File: src/rtl/mem_arbiter_if.sv
// Requester A/B handshake signals and the single-port memory bus, bundled for mem_arbiter.
// The slave modport is the arbiter's view; the master modport is the requester/memory side.
interface mem_arbiter_if #(
    parameter int ADDR_WIDTH = 32,
    parameter int DATA_WIDTH = 32
);
    logic                  a_req;
    logic                  a_we;
    logic [ADDR_WIDTH-1:0] a_addr;
    logic [DATA_WIDTH-1:0] a_wdata;
    logic                  a_ready;
    logic                  a_rvalid;
    logic [DATA_WIDTH-1:0] a_rdata;

    logic                  b_req;
    logic                  b_we;
    logic [ADDR_WIDTH-1:0] b_addr;
    logic [DATA_WIDTH-1:0] b_wdata;
    logic                  b_ready;
    logic                  b_rvalid;
    logic [DATA_WIDTH-1:0] b_rdata;
    logic                  b_lock;

    logic                  mem_write_enable;
    logic [ADDR_WIDTH-1:0] mem_address;
    logic [DATA_WIDTH-1:0] mem_data_in;
    logic [DATA_WIDTH-1:0] mem_data_out;

    modport slave (
        input  a_req, a_we, a_addr, a_wdata,
        output a_ready, a_rvalid, a_rdata,
        input  b_req, b_we, b_addr, b_wdata, b_lock,
        output b_ready, b_rvalid, b_rdata,
        output mem_write_enable, mem_address, mem_data_in,
        input  mem_data_out
    );

    modport master (
        output a_req, a_we, a_addr, a_wdata,
        input  a_ready, a_rvalid, a_rdata,
        output b_req, b_we, b_addr, b_wdata, b_lock,
        input  b_ready, b_rvalid, b_rdata,
        input  mem_write_enable, mem_address, mem_data_in,
        output mem_data_out
    );
endinterface

File: src/rtl/mem_arbiter.sv
// Round-robin arbiter sharing one single-port word memory between requesters A and B,
// with a B bus lock and a two-cycle held-address read returning registered data per port.
module mem_arbiter #(
    parameter int ADDR_WIDTH = 32,
    parameter int DATA_WIDTH = 32
) (
    input  logic            clk,
    input  logic            rst_n,
    mem_arbiter_if.slave    bus
);
    typedef enum logic [0:0] {ST_IDLE = 1'b0, ST_RD_HOLD = 1'b1} state_t;

    localparam logic GRANT_A = 1'b0;
    localparam logic GRANT_B = 1'b1;

    state_t                state_r, state_nxt_s;
    logic                  last_grant_r;
    logic                  locked_r;
    logic [ADDR_WIDTH-1:0] rd_addr_r;
    logic                  rd_port_r;
    logic                  a_rvalid_r, b_rvalid_r;
    logic [DATA_WIDTH-1:0] a_rdata_r, b_rdata_r;

    logic                  win_a_s, win_b_s;
    logic                  a_ready_s, b_ready_s;
    logic                  mem_we_s;
    logic [ADDR_WIDTH-1:0] mem_addr_s;
    logic [DATA_WIDTH-1:0] mem_din_s;

    // Winner selection; only an IDLE cycle out of reset can grant anyone.
    always_comb begin
        win_a_s = 1'b0;
        win_b_s = 1'b0;
        if (rst_n && (state_r == ST_IDLE)) begin
            if (locked_r) begin
                win_b_s = bus.b_req;
            end else if (bus.a_req && bus.b_req) begin
                win_a_s = (last_grant_r == GRANT_B);
                win_b_s = (last_grant_r == GRANT_A);
            end else begin
                win_a_s = bus.a_req;
                win_b_s = bus.b_req;
            end
        end else begin
            win_a_s = 1'b0;
            win_b_s = 1'b0;
        end
    end

    // Next state and memory-side / ready outputs.
    always_comb begin
        state_nxt_s = state_r;
        a_ready_s   = 1'b0;
        b_ready_s   = 1'b0;
        mem_we_s    = 1'b0;
        mem_addr_s  = {ADDR_WIDTH{1'b0}};
        mem_din_s   = {DATA_WIDTH{1'b0}};
        case (state_r)
            ST_IDLE: begin
                if (win_a_s) begin
                    a_ready_s   = 1'b1;
                    mem_addr_s  = bus.a_addr;
                    mem_din_s   = bus.a_wdata;
                    mem_we_s    = bus.a_we;
                    state_nxt_s = bus.a_we ? ST_IDLE : ST_RD_HOLD;
                end else if (win_b_s) begin
                    b_ready_s   = 1'b1;
                    mem_addr_s  = bus.b_addr;
                    mem_din_s   = bus.b_wdata;
                    mem_we_s    = bus.b_we;
                    state_nxt_s = bus.b_we ? ST_IDLE : ST_RD_HOLD;
                end else begin
                    state_nxt_s = ST_IDLE;
                end
            end
            ST_RD_HOLD: begin
                mem_addr_s  = rd_addr_r;
                state_nxt_s = ST_IDLE;
            end
            default: begin
                state_nxt_s = ST_IDLE;
            end
        endcase
    end

    // State, grant history, lock and read response registers.
    always_ff @(posedge clk) begin
        if (!rst_n) begin
            state_r      <= ST_IDLE;
            last_grant_r <= GRANT_B;
            locked_r     <= 1'b0;
            rd_addr_r    <= {ADDR_WIDTH{1'b0}};
            rd_port_r    <= GRANT_A;
            a_rvalid_r   <= 1'b0;
            b_rvalid_r   <= 1'b0;
            a_rdata_r    <= {DATA_WIDTH{1'b0}};
            b_rdata_r    <= {DATA_WIDTH{1'b0}};
        end else begin
            state_r    <= state_nxt_s;
            a_rvalid_r <= 1'b0;
            b_rvalid_r <= 1'b0;
            if (win_a_s) begin
                last_grant_r <= GRANT_A;
                rd_addr_r    <= bus.a_addr;
                rd_port_r    <= GRANT_A;
            end else if (win_b_s) begin
                last_grant_r <= GRANT_B;
                rd_addr_r    <= bus.b_addr;
                rd_port_r    <= GRANT_B;
            end
            // A locked B accept wins over the idle-cycle release.
            if (win_b_s && bus.b_lock) begin
                locked_r <= 1'b1;
            end else if ((state_r == ST_IDLE) && !bus.b_lock) begin
                locked_r <= 1'b0;
            end
            if (state_r == ST_RD_HOLD) begin
                if (rd_port_r == GRANT_A) begin
                    a_rdata_r  <= bus.mem_data_out;
                    a_rvalid_r <= 1'b1;
                end else begin
                    b_rdata_r  <= bus.mem_data_out;
                    b_rvalid_r <= 1'b1;
                end
            end
        end
    end

    assign bus.a_ready          = a_ready_s;
    assign bus.b_ready          = b_ready_s;
    assign bus.mem_write_enable = mem_we_s;
    assign bus.mem_address      = mem_addr_s;
    assign bus.mem_data_in      = mem_din_s;
    assign bus.a_rvalid         = a_rvalid_r;
    assign bus.b_rvalid         = b_rvalid_r;
    assign bus.a_rdata          = a_rdata_r;
    assign bus.b_rdata          = b_rdata_r;
endmodule
File: src/flat_wrapper.sv
// flat-port wrapper written by rule: the top's interface ports become plain ports
module mem_arbiter_flat 
#(
    parameter int ADDR_WIDTH = 32,
    parameter int DATA_WIDTH = 32
)
  (clk, rst_n, bus_a_req, bus_a_we, bus_a_addr, bus_a_wdata, bus_a_ready, bus_a_rvalid, bus_a_rdata, bus_b_req, bus_b_we, bus_b_addr, bus_b_wdata, bus_b_lock, bus_b_ready, bus_b_rvalid, bus_b_rdata, bus_mem_write_enable, bus_mem_address, bus_mem_data_in, bus_mem_data_out);
  mem_arbiter_if #(.ADDR_WIDTH(ADDR_WIDTH), .DATA_WIDTH(DATA_WIDTH)) bus_i ();
  input  logic clk;
  input  logic rst_n;
  input wire logic [$bits(bus_i.a_req)-1:0] bus_a_req;
  input wire logic [$bits(bus_i.a_we)-1:0] bus_a_we;
  input wire logic [$bits(bus_i.a_addr)-1:0] bus_a_addr;
  input wire logic [$bits(bus_i.a_wdata)-1:0] bus_a_wdata;
  output wire logic [$bits(bus_i.a_ready)-1:0] bus_a_ready;
  output wire logic [$bits(bus_i.a_rvalid)-1:0] bus_a_rvalid;
  output wire logic [$bits(bus_i.a_rdata)-1:0] bus_a_rdata;
  input wire logic [$bits(bus_i.b_req)-1:0] bus_b_req;
  input wire logic [$bits(bus_i.b_we)-1:0] bus_b_we;
  input wire logic [$bits(bus_i.b_addr)-1:0] bus_b_addr;
  input wire logic [$bits(bus_i.b_wdata)-1:0] bus_b_wdata;
  input wire logic [$bits(bus_i.b_lock)-1:0] bus_b_lock;
  output wire logic [$bits(bus_i.b_ready)-1:0] bus_b_ready;
  output wire logic [$bits(bus_i.b_rvalid)-1:0] bus_b_rvalid;
  output wire logic [$bits(bus_i.b_rdata)-1:0] bus_b_rdata;
  output wire logic [$bits(bus_i.mem_write_enable)-1:0] bus_mem_write_enable;
  output wire logic [$bits(bus_i.mem_address)-1:0] bus_mem_address;
  output wire logic [$bits(bus_i.mem_data_in)-1:0] bus_mem_data_in;
  input wire logic [$bits(bus_i.mem_data_out)-1:0] bus_mem_data_out;
  assign bus_i.a_req = bus_a_req;
  assign bus_i.a_we = bus_a_we;
  assign bus_i.a_addr = bus_a_addr;
  assign bus_i.a_wdata = bus_a_wdata;
  assign bus_a_ready = bus_i.a_ready;
  assign bus_a_rvalid = bus_i.a_rvalid;
  assign bus_a_rdata = bus_i.a_rdata;
  assign bus_i.b_req = bus_b_req;
  assign bus_i.b_we = bus_b_we;
  assign bus_i.b_addr = bus_b_addr;
  assign bus_i.b_wdata = bus_b_wdata;
  assign bus_i.b_lock = bus_b_lock;
  assign bus_b_ready = bus_i.b_ready;
  assign bus_b_rvalid = bus_i.b_rvalid;
  assign bus_b_rdata = bus_i.b_rdata;
  assign bus_mem_write_enable = bus_i.mem_write_enable;
  assign bus_mem_address = bus_i.mem_address;
  assign bus_mem_data_in = bus_i.mem_data_in;
  assign bus_i.mem_data_out = bus_mem_data_out;
  mem_arbiter #(.ADDR_WIDTH(ADDR_WIDTH), .DATA_WIDTH(DATA_WIDTH)) u_core (.clk(clk), .rst_n(rst_n), .bus(bus_i));
endmodule
File: config.mk
export PLATFORM = sky130hd
export DESIGN_NAME = mem_arbiter_flat
export DESIGN_NICKNAME = d
export VERILOG_FILES = /design/src/rtl/mem_arbiter_if.sv /design/src/rtl/mem_arbiter.sv /design/src/flat_wrapper.sv
export SDC_FILE = /design/constraint.sdc
export NUM_CORES = 1
export LEC_CHECK = 0
export ABC_AREA = 1
export CORE_ASPECT_RATIO = 0.9
export CORE_MARGIN = 1
export CORE_UTILIZATION = 25
export CTS_BUF_LIST = sky130_fd_sc_hd__clkbuf_16
export CTS_CLUSTER_DIAMETER = 100
export CTS_CLUSTER_SIZE = 30
export DETAILED_ROUTE_END_ITERATION = 8
export SYNTH_ARGS = -nofsm -noshare
export SYNTH_HDL_FRONTEND = slang
export SYNTH_SLANG_ARGS = --single-unit
File: constraint.sdc
create_clock -name clk -period 1.53 [get_ports clk]
set_input_delay 0.2295 -clock clk [delete_from_list [all_inputs] [get_ports clk]]
set_output_delay 0.2295 -clock clk [all_outputs]
set_load 0.02 [all_outputs]
Yosys cells after proc, flatten, opt, wreduce, memory -nomap -nowiden. Index checks and enable logic that the tools add are counted.

Register bits: 102. Input bits: 167. Output and inout bits: 133.

Mux-type cells: 33. Bitwise logic cells: 4. Reduce and logical (&&, ||, !) cells: 11.

Operators by type and width (count): 32-bit 2-to-1 mux (7); 32-bit case mux with 2 select lines (1); 1-bit 2-to-1 mux (24); 2-bit AND reduction (3); 1-bit logical AND (4); 1-bit inverter (4); 2-bit nonzero test (2); 1-bit case mux with 2 select lines (1); 2-bit OR reduction (1); 1-bit logical NOT (1).

Logic depth before layout (Yosys ltp). Gate-level depths: netlist (run 1).

Depth after elaboration: 7. Gate-level depth with buffers: 10. Mapped depth without buffers: 8.

Least setup slack after synthesis (run 1). Ideal clock, no wire load.

Kind: flip-flop to output port. Start point: register u_core.state_r. End point: output port bus_mem_write_enable. Arrival time: 1.323 ns. Required time: 1.300 ns. Setup slack: -0.023 ns. Cell stages (with the launch flop): 10. Path buffers: 2. Path through: dfxtp_1 buf_6 inv_2 nand2_2 nor2_4 nand2_4 inv_2 buf_6 nand2_1 a21oi_1.

Cells in the longest elaborated chain, start to end: 6. Elaborated cells on any way between the ends: 7. Those cells by class: mux (5); bitwise (1); reduce/logical (1).

RTL lines: from (decl) (RTL line mem_arbiter.sv:16) `state_t state_r, state_nxt_s;`; from (signal assigned) (RTL line mem_arbiter.sv:99) `state_r <= state_nxt_s;`; 1-bit inverter (RTL line mem_arbiter.sv:34) `if (rst_n && (state_r == ST_IDLE)) begin`; 1-bit logical AND (RTL line mem_arbiter.sv:34); 1-bit 2-to-1 mux (RTL line mem_arbiter.sv:34); 1-bit 2-to-1 mux (RTL line mem_arbiter.sv:66) `end else if (win_b_s) begin`; 1-bit 2-to-1 mux (RTL line mem_arbiter.sv:60) `if (win_a_s) begin`; 1-bit 2-to-1 mux (*) (RTL line mem_arbiter.sv:58) `case (state_r)`; to (decl) (RTL line flat_wrapper.sv:26) `output wire logic [$bits(bus_i.mem_write_enable)-1:0] bus_mem_write_enable;`.

Mark *: on every way between the ends. The rest lies on a longest branch, timed or not.

Worst setup path in the final report (run 1).
Start point: register u_core.state_r. End point: output port bus_mem_address[28].

Cells in the longest elaborated chain, start to end: 6. Elaborated cells on any way between the ends: 7. Those cells by class: mux (5); bitwise (1); reduce/logical (1).

RTL lines: 1-bit inverter (RTL line mem_arbiter.sv:34, mem_arbiter.sv:58); 1-bit logical AND (RTL line mem_arbiter.sv:34); 1-bit 2-to-1 mux (RTL line mem_arbiter.sv:34); 32-bit 2-to-1 mux (RTL line mem_arbiter.sv:66); 32-bit 2-to-1 mux (RTL line mem_arbiter.sv:60); 32-bit case mux with 2 select lines (*) (RTL line mem_arbiter.sv:58); to (decl) (RTL line flat_wrapper.sv:27) `output wire logic [$bits(bus_i.mem_address)-1:0] bus_mem_address;`.

Marks and branches as above.

==> results_dict.tcl, run 1 <==
set metrics [dict create \
    drtPass1Iterations 7 \
    post-place-ws_ps -962 \
    track_usage_pct 21.2 \
    mappedNetlistNets 970 \
    critPathArrivalTime_ps 1680 \
    reg2reg_setup_slack_ps -220 \
    floorplan.initialDensity_pct 25.6 \
    cellPowerDensity_nw_per_um2 786 \
    setup_violations 99 \
    slowest_delay_ps 330 \
    via_count 6569 \
    p_leak_nw 6.10 \
    num-fill-cells 1862 \
    worst_path_most_repeated_cell "sky130_fd_sc_hd__buf_6" \
    setup_slack_ps -378 \
    ant_nets 0 \
    rows 49 \
    synth_top_cells_by_area "sky130_fd_sc_hd__dfxtp_1 (40%), sky130_fd_sc_hd__nand2_1 (19%), sky130_fd_sc_hd__nor2_1 (14%), sky130_fd_sc_hd__o21ai_0 (6.6%), sky130_fd_sc_hd__nand3_1 (6.4%)" \
    cts.sink_count 102 \
    mappedNetlistArea_um2 5110 \
    critical_path_peak_fanout 8 \
    grt_first_pass_wirelength_um 34500 \
    transition_time_at_the_pin_with_the_least_slew_margin_ps 891 \
    cts_buffers 9 \
    setup.worst_path.class "reg2out" \
    antenna_cells 0 \
    layout.cells.most_common_list "sky130_fd_sc_hd__nor2_1 (193), sky130_fd_sc_hd__clkdlybuf4s50_1 (163), sky130_fd_sc_hd__nand2_1 (147)" \
    layout.cells.most_common "sky130_fd_sc_hd__nor2_1" \
    grt_setup_unrepaired "yes" \
    outcome "finished with violations" \
    area.growth.synth_to_final_pct 114 \
    core_um2 20000 \
    die_h_um 138 \
    cpLargestDelayFamily "buffers and inverters" \
    ys_types 22 \
    maxSlewViolCount 0 \
    dr.first_iter.drc_count 342 \
    timing.final.crit_period_ps 1910 \
    cts-root-to-sink-buffers 2 \
    cp_cell_sequence "inv_2 -> nand2_4 -> buf_6 -> nor2_4 -> buf_6 -> buf_16 -> nand3_1 -> nand3_2 -> buf_6" \
    fin_setup_tns_ps -26640 \
    finalCritPeriodShare_pct 125 \
    violations "design-rule violations, negative setup slack" \
    totalPowerFinal_mw 8.58 \
    post_route_cells_drive_above_1_share_pct 32.1 \
    via_count_of_the_first_global_routing_pass 6050 \
    synth_cells 803 \
    required_time_of_the_critical_path_ps 1300 \
    insertion_delay_ps 350 \
    path_buf_inv 5 \
    instances_no_fill 1419 \
    gr-total-overflow 0 \
    tritoncts "yes" \
    ys_ff_latch 102 \
    timing.fmax_mhz 524 \
    die_ar_um2 21000 \
    floorplan.die.width_um 153 \
    vias_per_cell 4.63 \
    worst_hold_path_type "in2reg" \
    wire_per_inst_um 17.1 \
    yosysTopAreaCell "sky130_fd_sc_hd__dfxtp_1" \
    instance_count_after_placement_with_tap_cells_included 1363 \
    synth_top_cell_area_share_pct 40.0 \
    critical_path_cell_with_the_highest_stage_delay "sky130_fd_sc_hd__dfxtp_2" \
    drc_errors 25 \
    io-pin-count 300 \
    syn_area_per_cell_um2 6.36 \
    detailedPlacementHpwl_um 14300 \
    report.final.hold_viol_count 0 \
    antenna_found_initial 1 \
    cts_root_buf "sky130_fd_sc_hd__clkbuf_16" \
    peakVddDrop_v 0.000607 \
    start_kind "register" \
    maximum_number_of_pins_on_one_net_before_global_route_repair 93 \
    ys_seq_area_share_pct 40.0 \
    crit_path_end_kind "primary output" \
    synth_warnings 0 \
    finalWirelength_um 24300 \
    finalWeightedCongestion 0.871 \
    max_cap_viol_count 0 \
    worst_setup_skew_after_layout_ps 10.2 \
    clkTransAtPathRegs_ps 80 \
    buffer_ports.inserted 299 \
    final_util_pct 54.6 \
    ctsHtreeMaxLevel 3 \
    final_nets 1326 \
    slew-limit-headroom_pct 40.6 \
]
## worst min-delay path: stages
cell and delay [ps]:
sky130_fd_sc_hd__buf_2 150, sky130_fd_sc_hd__buf_4 170, sky130_fd_sc_hd__nand2_1 60, sky130_fd_sc_hd__nor2_1 30
## power by group
group          leakage, nW  internal [mW]  switching (mW)
registers            0.835           2.86          0.0911
clock network        0.152           1.31            1.15
logic                 5.11           1.63            1.54
## logic make-up (layout without fill, tap and decap cells)
kind of cell | Yosys count | in the layout | share of synthesized area [%]
AND/OR/NAND/NOR | 563 | 563 | 46.3
flip-flops | 102 | 102 | 40.0
AO/OA/AOI/OAI | 70 | 70 | 6.95
buffers and inverters | 68 | 429 | 6.83
## repair_timing
item,CTS,global route
setup endpoints to repair,192,198
setup buffers,16,10
gates cloned,11,9
pin swaps,14,54
gates resized for setup,496,239
hold buffers,0,0
## cells in the mapped netlist
cell type / n
sky130_fd_sc_hd__a21oi_1: 1
sky130_fd_sc_hd__buf_1: 3
sky130_fd_sc_hd__buf_2: 21
sky130_fd_sc_hd__buf_4: 6
sky130_fd_sc_hd__buf_6: 6
sky130_fd_sc_hd__clkbuf_1: 20
sky130_fd_sc_hd__clkinv_1: 1
sky130_fd_sc_hd__dfxtp_1: 102
sky130_fd_sc_hd__inv_1: 7
sky130_fd_sc_hd__inv_2: 4
sky130_fd_sc_hd__nand2_1: 262
sky130_fd_sc_hd__nand2_2: 1
sky130_fd_sc_hd__nand2_4: 1
sky130_fd_sc_hd__nand3_1: 65
sky130_fd_sc_hd__nand3_4: 1
sky130_fd_sc_hd__nand3b_1: 32
sky130_fd_sc_hd__nor2_1: 197
sky130_fd_sc_hd__nor2_2: 1
sky130_fd_sc_hd__nor2_4: 3
sky130_fd_sc_hd__o21ai_0: 67
sky130_fd_sc_hd__o21bai_1: 1
sky130_fd_sc_hd__o31ai_1: 1
## flip-flops by register name (all words and copies together), names as in the netlist
signal	cells
u_core.locked_r	1
u_core.bus.a_rvalid	1
u_core.state_r	1
u_core.bus.b_rdata	32
u_core.rd_addr_r	32
u_core.last_grant_r	1
u_core.rd_port_r	1
u_core.bus.a_rdata	32
u_core.bus.b_rvalid	1
## routing by layer
| metal | share of wire [%] | GRT usage (%) | routed length (um) | vias up |
|---|---|---|---|---|
| met5 | 0.033 | 0 | 8 | - |
| met4 | 1.5 | 5.56 | 374 | 2 |
| met3 | 6.4 | 4.47 | 1550 | 27 |
| met2 | 49 | 37.4 | 11900 | 235 |
| met1 | 43 | 26.2 | 10400 | 3054 |
| li1 | - | - | - | 3251 |
## final cells by class
cell class / count / area, um^2 / area share, %
clock buffers: 9 / 225 / 2.06
multi-input cells: 633 / 3500 / 32.0
well taps: 255 / 319 / 2.92
flip-flops and latches: 102 / 2050 / 18.7
clock inverters: 7 / 93.8 / 0.860
inverters: 12 / 70.1 / 0.642
repair buffers: 401 / 4670 / 42.8
## final timing paths
kind,from,to,depth (start not counted)
worst min register to register,u_core.bus.b_rdata[12]$_SDFFE_PN0P_,u_core.bus.b_rdata[12]$_SDFFE_PN0P_,2
worst min-delay path,rst_n,u_core.rd_addr_r[28]$_SDFFE_PN0P_,4
worst max register to register,u_core.state_r$_SDFF_PP0_,u_core.rd_addr_r[30]$_SDFFE_PN0P_,12
worst max-delay path,u_core.state_r$_SDFF_PP0_,bus_mem_address[28],9
## through the flow
step                cell area (um^2)  hold slack, ps
floorplan                       5110             334
global placement                8720             462
finish                         10900             346
detailed placement              8720             471
CTS                             9930             326
global route                   10900             348
No activity file was read; power rests on OpenSTA's default activity.
==> run 2, diff against run 1 <==
--- a/config.mk
+++ b/config.mk
@@ -13,6 +13,8 @@
 export CTS_CLUSTER_DIAMETER = 100
 export CTS_CLUSTER_SIZE = 30
 export DETAILED_ROUTE_END_ITERATION = 8
+export GPL_ROUTABILITY_DRIVEN = 1
+export SLEW_MARGIN = 20
 export SYNTH_ARGS = -nofsm -noshare
 export SYNTH_HDL_FRONTEND = slang
 export SYNTH_SLANG_ARGS = --single-unit
==> results of run 2 <==
No change in the layout: final DEF, timing and power equal those of run 1.
==> run 3, diff against run 2 <==
--- a/config.mk
+++ b/config.mk
@@ -6,14 +6,16 @@
 export NUM_CORES = 1
 export LEC_CHECK = 0
 export ABC_AREA = 1
+export CAP_MARGIN = 20
 export CORE_ASPECT_RATIO = 0.9
 export CORE_MARGIN = 1
-export CORE_UTILIZATION = 25
+export CORE_UTILIZATION = 38
 export CTS_BUF_LIST = sky130_fd_sc_hd__clkbuf_16
 export CTS_CLUSTER_DIAMETER = 100
 export CTS_CLUSTER_SIZE = 30
 export DETAILED_ROUTE_END_ITERATION = 8
 export GPL_ROUTABILITY_DRIVEN = 1
+export PLACE_DENSITY = 0.81
 export SLEW_MARGIN = 20
 export SYNTH_ARGS = -nofsm -noshare
 export SYNTH_HDL_FRONTEND = slang
==> run 3 against run 2 <==
The flow finishes with violations (negative setup slack). Register-to-register slack better by 90 ps. Global-route usage grew 9.2 points. Worst hold slack better by 98 ps. Highest routed layer is now met4.
==> results_dict.tcl, run 3 (synthesized netlist as in run 1, its figures left out) <==
set metrics [dict create \
    outcome "finished with violations" \
    violations "negative setup slack" \
    critical_path.reg2reg.startpoint "u_core.locked_r$_SDFFE_PN0P_" \
    insertion_delay_ps 330 \
    worst_setup_skew_after_layout_ps 6.13 \
    area.growth.synth_to_final_pct 104 \
    clkTransAtPathRegs_ps 70 \
    finalWirelength_um 23700 \
    path_buf_inv 5 \
    post-place-ws_ps -805 \
    rows 39 \
    drc_errors 0 \
    required_time_of_the_critical_path_ps 1300 \
    min-delay-start "rst_n" \
    holdWs_ps 444 \
    track_usage_pct 30.4 \
    gr-total-overflow 0 \
    dr_wl_met3_um 1710 \
    antenna_found_initial 1 \
    instances_no_fill 1317 \
    top_layer "met4" \
    cts.sink_count 102 \
    timing.final.crit_period_ps 1920 \
    cpLargestDelayFamily "buffers and inverters" \
    reg2reg_setup_slack_ps -130 \
    worst_hold_path_type "in2reg" \
    crit_path_end_kind "primary output" \
    critical_path_peak_fanout 8 \
    post_route_cells_drive_above_1_share_pct 29.8 \
    p_leak_nw 5.59 \
    io-pin-count 300 \
    cp_cell_sequence "inv_2 -> nand3_2 -> nand2_4 -> inv_8 -> buf_12 -> buf_16 -> nand2_4 -> a21oi_2 -> buf_4" \
    peakVddDrop_v 0.000618 \
    final_nets 1314 \
    cts_buffers 9 \
    buffer_ports.inserted 299 \
    setup.worst_path.class "reg2out" \
    detailroute.wirelength.met2_um 11800 \
    drtPass1Iterations 5 \
    grt_first_pass_wirelength_um 34100 \
    start_kind "register" \
    die_ar_um2 13900 \
    setup_violations 99 \
    num-fill-cells 785 \
    via_count_of_the_first_global_routing_pass 6407 \
    layout.cells.most_common_list "sky130_fd_sc_hd__nor2_1 (193), sky130_fd_sc_hd__nand2_1 (176), sky130_fd_sc_hd__clkdlybuf4s50_1 (172)" \
    die_h_um 112 \
    tritoncts "yes" \
    vias_per_cell 5.23 \
    timing.fmax_mhz 521 \
    ant_nets 0 \
    slew-limit-headroom_pct 47.8 \
    layout.cells.most_common "sky130_fd_sc_hd__nor2_1" \
    dr.first_iter.drc_count 582 \
    cellPowerDensity_nw_per_um2 813 \
    worst_hold_path.endpoint "u_core.last_grant_r$_SDFFE_PN1P_" \
    max_cap_viol_count 0 \
    finalCritPeriodShare_pct 126 \
    wire_per_inst_um 18.0 \
    transition_time_at_the_pin_with_the_least_slew_margin_ps 784 \
    instance_count_after_placement_with_tap_cells_included 1268 \
    totalPowerFinal_mw 8.49 \
    finalWeightedCongestion 0.867 \
    critical_path_cell_with_the_highest_stage_delay "sky130_fd_sc_hd__dfxtp_1" \
    floorplan.die.width_um 124 \
    worst_path_most_repeated_cell "sky130_fd_sc_hd__nand2_4" \
    floorplan.initialDensity_pct 39.7 \
    r2r.worst_path.cells 9 \
    cts_root_buf "sky130_fd_sc_hd__clkbuf_16" \
    core_um2 12900 \
    detailedPlacementHpwl_um 13900 \
    maxSlewViolCount 0 \
    critPathArrivalTime_ps 1690 \
    timing.rr.end "u_core.rd_addr_r[16]$_SDFFE_PN0P_" \
    slowest_delay_ps 400 \
    setup_slack_ps -390 \
    grt_setup_unrepaired "yes" \
    routedLengthMet1_um 9250 \
    report.final.hold_viol_count 0 \
    cts-root-to-sink-buffers 2 \
    maximum_number_of_pins_on_one_net_before_global_route_repair 90 \
    via_count 6884 \
    worst_hold_path.num_cells 6 \
    ctsHtreeMaxLevel 3 \
]
[run 3: power breakdown]
| group | switching (mW) | internal (mW) | total (mW) |
|---|---|---|---|
| Clock | 1.03 | 1.45 | 2.48 |
| Sequential | 0.0974 | 2.86 | 2.95 |
| Combinational | 1.53 | 1.52 | 3.06 |
[run 3: final cells by class]
| type | instances | area (um^2) | area share, % |
|---|---|---|---|
| diodes | 1 | 2.50 | 0.0240 |
| clock buffers | 9 | 225 | 2.16 |
| clock inverters | 7 | 96.3 | 0.922 |
| inverters | 12 | 60.1 | 0.575 |
| multi-input cells | 633 | 3500 | 33.5 |
| flip-flops and latches | 102 | 2040 | 19.6 |
| well taps | 164 | 205 | 1.96 |
| repair buffers | 389 | 4310 | 41.3 |
[run 3: what timing repair did]
item,CTS,global route
cloned,9,5
buffers inserted,12,6
pin swaps,19,30
endpoints found under the setup margin,151,176
hold buffers,0,0
gates resized for setup,571,128
[run 3: metal layers]
metal  vias up  track usage, %
li1       3242               -
met1      3176            37.0
met2       385            52.4
met3        81            5.86
met4         0            12.7
met5         -               0
[run 3: how the worst max path moves through the flow]
stage                                 start                   end  slack [ps]  cells after the start
2_1_floorplan     u_core.state_r$_SDFF_PP0_   bus_mem_data_in[10]          30                     10
3_3_place_gp                      bus_a_req   bus_mem_data_in[30]        -790                      9
3_5_place_dp                      bus_b_req   bus_mem_address[12]        -810                      9
4_1_cts           u_core.state_r$_SDFF_PP0_  bus_mem_write_enable        -350                     10
5_1_grt           u_core.state_r$_SDFF_PP0_  bus_mem_write_enable        -430                     10
6_report       u_core.locked_r$_SDFFE_PN0P_  bus_mem_write_enable        -390                      9
[run 3: worst min-delay path, cell delays in order]
cell	delay [ps]
sky130_fd_sc_hd__buf_2	120
sky130_fd_sc_hd__nand2_4	70
sky130_fd_sc_hd__nor2_4	110
sky130_fd_sc_hd__buf_4	120
sky130_fd_sc_hd__o31ai_1	50
sky130_fd_sc_hd__inv_1	40
[run 3: per-stage QoR]
| step | TNS (ps) | util (%) | instance area, um^2 |
|---|---|---|---|
| floorplan | 0 | - | 5110 |
| finish | -21250 | 81.1 | 10400 |
| detailed placement | -65920 | 66.3 | 8540 |
| global placement | -64410 | 66.3 | 8540 |
| global route | -27710 | 81.1 | 10400 |
| CTS | -21660 | 76.4 | 9840 |
